[src/rtl/kbd_char_fifo.sv]
// kbd_char_fifo
//   Character FIFO between the PS/2 keyboard driver and console logic.
//   Each rising edge of the driver's valid bit (key_in[15]) writes one
//   ASCII byte. Bytes are popped through a registered read port. A count
//   of buffered carriage returns drives line_ready.
module kbd_char_fifo #(
   parameter int DEPTH = 16,
   parameter int AW    = 4
) (
   input  logic          clk,
   input  logic          rst_n,
   input  logic [15:0]   key_in,
   input  logic          rd_en,
   input  logic          clr_ovf,
   output logic [7:0]    rd_data,
   output logic          rd_valid,
   output logic          empty,
   output logic          full,
   output logic [AW:0]   count,
   output logic          line_ready,
   output logic          overflow
);

   localparam logic [AW:0]   FULL_CNT = (AW+1)'(DEPTH);
   localparam logic [AW:0]   CNT_ONE  = (AW+1)'(1);
   localparam logic [AW-1:0] PTR_ONE  = AW'(1);
   localparam logic [7:0]    CR_CODE  = 8'h0D;

   // Storage; contents are not reset. Only wptr/rptr/count give it meaning.
   logic [7:0]    mem_q [DEPTH];

   logic [AW-1:0] wptr_q, wptr_d;
   logic [AW-1:0] rptr_q, rptr_d;
   logic [AW:0]   count_q, count_d;
   logic [AW:0]   line_cnt_q, line_cnt_d;
   logic [7:0]    rd_data_q, rd_data_d;
   logic          rd_valid_q, rd_valid_d;
   logic          ovf_q, ovf_d;
   logic          v_q, v_d;

   logic          empty_s;
   logic          full_s;
   logic          wr_req_s;
   logic          wr_acc_s;
   logic          wr_drop_s;
   logic          rd_fire_s;
   logic          wr_is_cr_s;
   logic          rd_is_cr_s;
   logic [7:0]    rd_word_s;

   // Bits [14:8] of the driver word carry nothing for this block.
   logic          key_hi_unused_s;
   assign key_hi_unused_s = ^key_in[14:8];

   // Status decode, write/read qualification and the popped word.
   always_comb begin
      empty_s    = (count_q == {(AW+1){1'b0}});
      full_s     = (count_q == FULL_CNT);
      wr_req_s   = key_in[15] & ~v_q & (key_in[7:0] != 8'h00);
      rd_fire_s  = rd_en & ~empty_s;
      wr_acc_s   = wr_req_s & (~full_s | rd_fire_s);
      wr_drop_s  = wr_req_s & full_s & ~rd_fire_s;
      rd_word_s  = mem_q[rptr_q];
      wr_is_cr_s = wr_acc_s & (key_in[7:0] == CR_CODE);
      rd_is_cr_s = rd_fire_s & (rd_word_s == CR_CODE);
   end

   // Next-state for pointers, occupancy, line count, read port and flags.
   always_comb begin
      v_d        = key_in[15];
      wptr_d     = wptr_q;
      rptr_d     = rptr_q;
      count_d    = count_q;
      line_cnt_d = line_cnt_q;
      rd_data_d  = rd_data_q;
      rd_valid_d = 1'b0;
      ovf_d      = ovf_q;

      if (wr_acc_s) begin
         wptr_d = wptr_q + PTR_ONE;
      end else begin
         wptr_d = wptr_q;
      end

      if (rd_fire_s) begin
         rptr_d     = rptr_q + PTR_ONE;
         rd_data_d  = rd_word_s;
         rd_valid_d = 1'b1;
      end else begin
         rptr_d     = rptr_q;
         rd_data_d  = rd_data_q;
         rd_valid_d = 1'b0;
      end

      case ({wr_acc_s, rd_fire_s})
         2'b10:   count_d = count_q + CNT_ONE;
         2'b01:   count_d = count_q - CNT_ONE;
         default: count_d = count_q;
      endcase

      case ({wr_is_cr_s, rd_is_cr_s})
         2'b10:   line_cnt_d = line_cnt_q + CNT_ONE;
         2'b01:   line_cnt_d = line_cnt_q - CNT_ONE;
         default: line_cnt_d = line_cnt_q;
      endcase

      // A drop in the same cycle as a clear keeps the flag set.
      if (wr_drop_s) begin
         ovf_d = 1'b1;
      end else if (clr_ovf) begin
         ovf_d = 1'b0;
      end else begin
         ovf_d = ovf_q;
      end
   end

   // Control state register; v_q resets high so a held valid is not captured.
   always_ff @(posedge clk or negedge rst_n) begin
      if (!rst_n) begin
         wptr_q     <= {AW{1'b0}};
         rptr_q     <= {AW{1'b0}};
         count_q    <= {(AW+1){1'b0}};
         line_cnt_q <= {(AW+1){1'b0}};
         rd_data_q  <= 8'h00;
         rd_valid_q <= 1'b0;
         ovf_q      <= 1'b0;
         v_q        <= 1'b1;
      end else begin
         wptr_q     <= wptr_d;
         rptr_q     <= rptr_d;
         count_q    <= count_d;
         line_cnt_q <= line_cnt_d;
         rd_data_q  <= rd_data_d;
         rd_valid_q <= rd_valid_d;
         ovf_q      <= ovf_d;
         v_q        <= v_d;
      end
   end

   // Storage write; a full FIFO popped this cycle reads the old word first.
   always_ff @(posedge clk) begin
      if (wr_acc_s) begin
         mem_q[wptr_q] <= key_in[7:0];
      end
   end

   assign rd_data    = rd_data_q;
   assign rd_valid   = rd_valid_q;
   assign empty      = empty_s;
   assign full       = full_s;
   assign count      = count_q;
   assign line_ready = (line_cnt_q != {(AW+1){1'b0}});
   assign overflow   = ovf_q;

endmodule
[config.mk]
export PLATFORM = sky130hd
export DESIGN_NAME = kbd_char_fifo
export DESIGN_NICKNAME = d
export VERILOG_FILES = /design/src/rtl/kbd_char_fifo.sv
export SDC_FILE = /design/constraint.sdc
export NUM_CORES = 1
export LEC_CHECK = 0
export BUFFER_PORTS_ARGS = -buffer_cell sky130_fd_sc_hd__buf_2
export CAP_MARGIN = 0
export CELL_PAD_IN_SITES_DETAIL_PLACEMENT = 0
export CELL_PAD_IN_SITES_GLOBAL_PLACEMENT = 1
export CORE_MARGIN = 4
export CORE_UTILIZATION = 40
export CTS_CLUSTER_DIAMETER = 80
export DETAILED_ROUTE_END_ITERATION = 7
export PLACE_DENSITY = 0.69
export SYNTH_ARGS = -nofsm -noshare
export SYNTH_HDL_FRONTEND = slang
export SYNTH_SLANG_ARGS = --single-unit
export TNS_END_PERCENT = 5
[constraint.sdc]
create_clock -name clk -period 3.1 [get_ports clk]
set_input_delay 0.465 -clock clk [delete_from_list [all_inputs] [get_ports clk]]
set_output_delay 0.465 -clock clk [all_outputs]
set_load 0.1 [all_outputs]
==> impl_metrics.ini <==
[pwr]
leakage_nw = 3.01
peakVddDrop_mv = 0.572
power_density_mw_per_mm2 = 968
total_power_mw = 7.80

[worst_setup_path]
cpLargestDelayFamily = multiplexers
critPathBufInv = 2
r2r-end = line_cnt_q[4]$_DFFE_PN0P_
cp.depth = 14
path_class = flop to flop
r2r_cells = 14
endpoint = line_cnt_q[4]$_DFFE_PN0P_
cpMaxStageDelayCell = mux4_2
reg2reg_from = rptr_q[0]$_DFFE_PN0P_
start_kind = flop
max_stage_delay_ns = 0.55
rrSetupSlack_ns = -0.31
cp_cell_sequence = buf_12 -> buf_12 -> mux4_2 -> mux4_2 -> nor2b_4 -> o21ai_2 -> nor4b_4 -> ha_4 -> fa_2 -> a21o_1 -> a21oi_2 -> xor2_1 -> nor2_1 -> xor2_1
worstSetupStartpoint = rptr_q[0]$_DFFE_PN0P_
arrival_ns = 3.71
worst-path-max-fanout = 6
worstSetupEndpointType = flop
critical_path_required_ns = 3.40

[synthesis]
synth_area_mm2 = 0.00659
synth_top_flop_cell = edfxtp_1
yosysTopAreaCellShare_pct = 58.3
synthTopCellsByArea = edfxtp_1 58%, dfrtp_1 11%, mux4_1 7.2%, mux4_2 4.4%, ha_1 2.3%
postSynthCellCount = 373
synth_warnings = 0
yosysSeqAreaShare_pct = 69.3
syn-num-nets = 407
synthArstFlopShare_pct = 18.5
synth_commonest_cells = 128 x edfxtp_1, 28 x dfrtp_1, 24 x nand2_1
synth_edf_count = 128
synth_cell_type_count = 43
yosys_register_bits = 157
syn_avg_cell_area_um2 = 17.7
synth_largest_area_cell = edfxtp_1
synthMostInstantiatedCell = edfxtp_1

[timing]
period_needed_ns = 3.41
fmax_mhz = 293
whs_ns = 0.0738
rsz0062_at_grt = true
finalClockSkew_ns = 0.0123
setup_slack_ns = -0.308
finalSetupTns_ns = -0.701
drv_slew = 0
period_share_pct = 110
worstMarginPinSlew_ns = 1.18
slew_headroom_pct = 20.8
setup_viol = 4
finalHoldViolations = 0

[final_layout]
antenna_cells = 0
drive_gt1_share_pct = 34.6
areaGrowthSynthToFinish_pct = 22.3
finalNetCount = 498
layout.cells.non_filler = 693
multiInputGateArea_mm2 = 0.00193
regArea_mm2 = 0.00457
stdcell_area_mm2 = 0.00806
n_fill_cell = 1379

[placed_design]
hpwl_um = 9220
port_buffers = 30
place_congestion = 0.780
place_inst = 651
placed_area_mm2 = 0.00737

[grt]
grt_max_degree = 30
grt_pass1_vias = 3695
overflow = 0
grt_pass1_wl_um = 21600
grt_use_met1_pct = 20.9
antenna_found_initial = 0
use_met2_pct = 27.7
use_met3_pct = 3.89
grt_usage_pct = 16.3
grt.busiest_layer = met2

[route]
drc_errors = 0
drt_wl_total_um = 14100
vias_per_cell = 5.11
antenna_left = 0
drt_pass1_iterations = 4
post_drt_wl_per_cell_um = 20.4
drt_iter0_drc = 283
dr_total_vias = 3540

[clock_network]
clockBufferDepth = 2
clock_latency_ns = 0.43
clockRootBuffer = clkbuf_16
cts_buffers = 17
clk_pin_slew_ns = 0.06
h-tree-depth = 4
cts.sinks = 157
cts_tree = built

[job]
max_cap_viol_count = 0

[hold_path]
min_path_type = input pin to asynchronous set/reset pin

[floorplanning]
top_level_ports = 38
core-area_mm2 = 0.0160
fp.dieH_um = 136
dieWidth_um = 136
initial_utilization_pct = 41.2
num_rows = 46
design.die.area_mm2 = 0.0186

[status]
status = complete, but fails checks
failed_checks = setup timing
==> worst reg2reg max path, delay by kind of cell, from the launching register on <==
kind                     cells  cell delay, ns
buffers and inverters        2            0.29
AND/OR/NAND/NOR              3            0.31
XOR/XNOR                     2            0.30
adder cells (fa/ha/maj)      2            0.56
AO/OA/AOI/OAI                3            0.40
flip-flops                   1            0.39
multiplexers                 2            1.05
==> cell type report <==
class / instances / area share (%)
Tap cell: 216 / 3.35
Clock inverter: 15 / 1.69
Sequential cell: 157 / 56.7
Clock buffer: 17 / 5.28
Multi-Input combinational cell: 185 / 23.9
Timing Repair Buffer: 90 / 8.41
Inverter: 13 / 0.605
==> routing by layer <==
layer / vias up / wire (µm)
li1: 1638 / -
met1: 1800 / 5980
met2: 88 / 7260
met3: 14 / 739
met4: 0 / 150
met5: - / 0
==> power breakdown <==
part | internal (mW) | switching (mW)
logic | 1.31 | 1.79
clock network | 1.11 | 0.856
registers | 2.53 | 0.205
==> cells by family after synthesis <==
logic type | Yosys count | synth area share [%]
flip-flops | 157 | 69.3
AND/OR/NAND/NOR | 76 | 5.98
multiplexers | 47 | 14.1
AO/OA/AOI/OAI | 33 | 3.23
buffers and inverters | 31 | 2.47
XOR/XNOR | 15 | 1.99
adder cells (fa/ha/maj) | 14 | 2.88
==> worst min path at each step <==
stage                                start                        end  slack, ns  cells past startpoint
floorplan                            rst_n       count[0]$_DFFE_PN0P_       0.17                      0
detailed placement  rd_data[2]$_DFFE_PN0P_     rd_data[2]$_DFFE_PN0P_       0.46                      2
global placement    rd_data[6]$_DFFE_PN0P_     rd_data[6]$_DFFE_PN0P_       0.45                      2
CTS                                  rst_n  line_cnt_q[2]$_DFFE_PN0P_       0.09                      1
finish                               rst_n       count[1]$_DFFE_PN0P_       0.07                      1
global route                         rst_n  line_cnt_q[2]$_DFFE_PN0P_       0.13                      1
==> stage by stage <==
stage	utilization, %	worst slack [ns]
3_3_place_gp	46.1	-0.407
5_1_grt	50.4	-0.421
4_1_cts	50.2	-0.366
6_report	50.4	-0.308
2_1_floorplan	-	-0.123
3_5_place_dp	46.1	-0.451
==> registers in the layout, summed over array words and instances (netlist names) <==
| register | count |
|---|---|
| rd_valid | 1 |
| rptr_q | 4 |
| overflow | 1 |
| v_q | 1 |
| count | 5 |
| mem_q | 128 |
| line_cnt_q | 5 |
| rd_data | 8 |
| wptr_q | 4 |
==> cells in the final DEF, fill, tap and decap left out, drive strengths merged, types with 2 or more instances in the layout <==
master	n
a211oi	3
edfxtp	128
and2	11
xnor2	9
a21o	5
a31oi	2
xor2	6
dfrtp	28
buf	90
nor3	3
nor3b	2
nand2b	3
mux4	31
a21oi	4
clkinv	8
nor2	10
nor4	5
nand3	5
mux2	5
and3	2
o21ai	10
nor2b	5
mux2i	11
nand2	24
a22oi	3
ha	12
fa	2
a221oi	2
inv	18
nand4	3
clkbuf	17
==> timing repair <==
action | in CTS | in global routing
pin swaps | 10 | 8
buffers inserted | 6 | 3
hold buffers | 0 | 0
resized for setup | 11 | 12
endpoints found under the hold margin | 0 | 0
gates cloned | 1 | 0
setup endpoints to repair | 4 | 4
No activity file was read; power rests on OpenSTA's default activity.
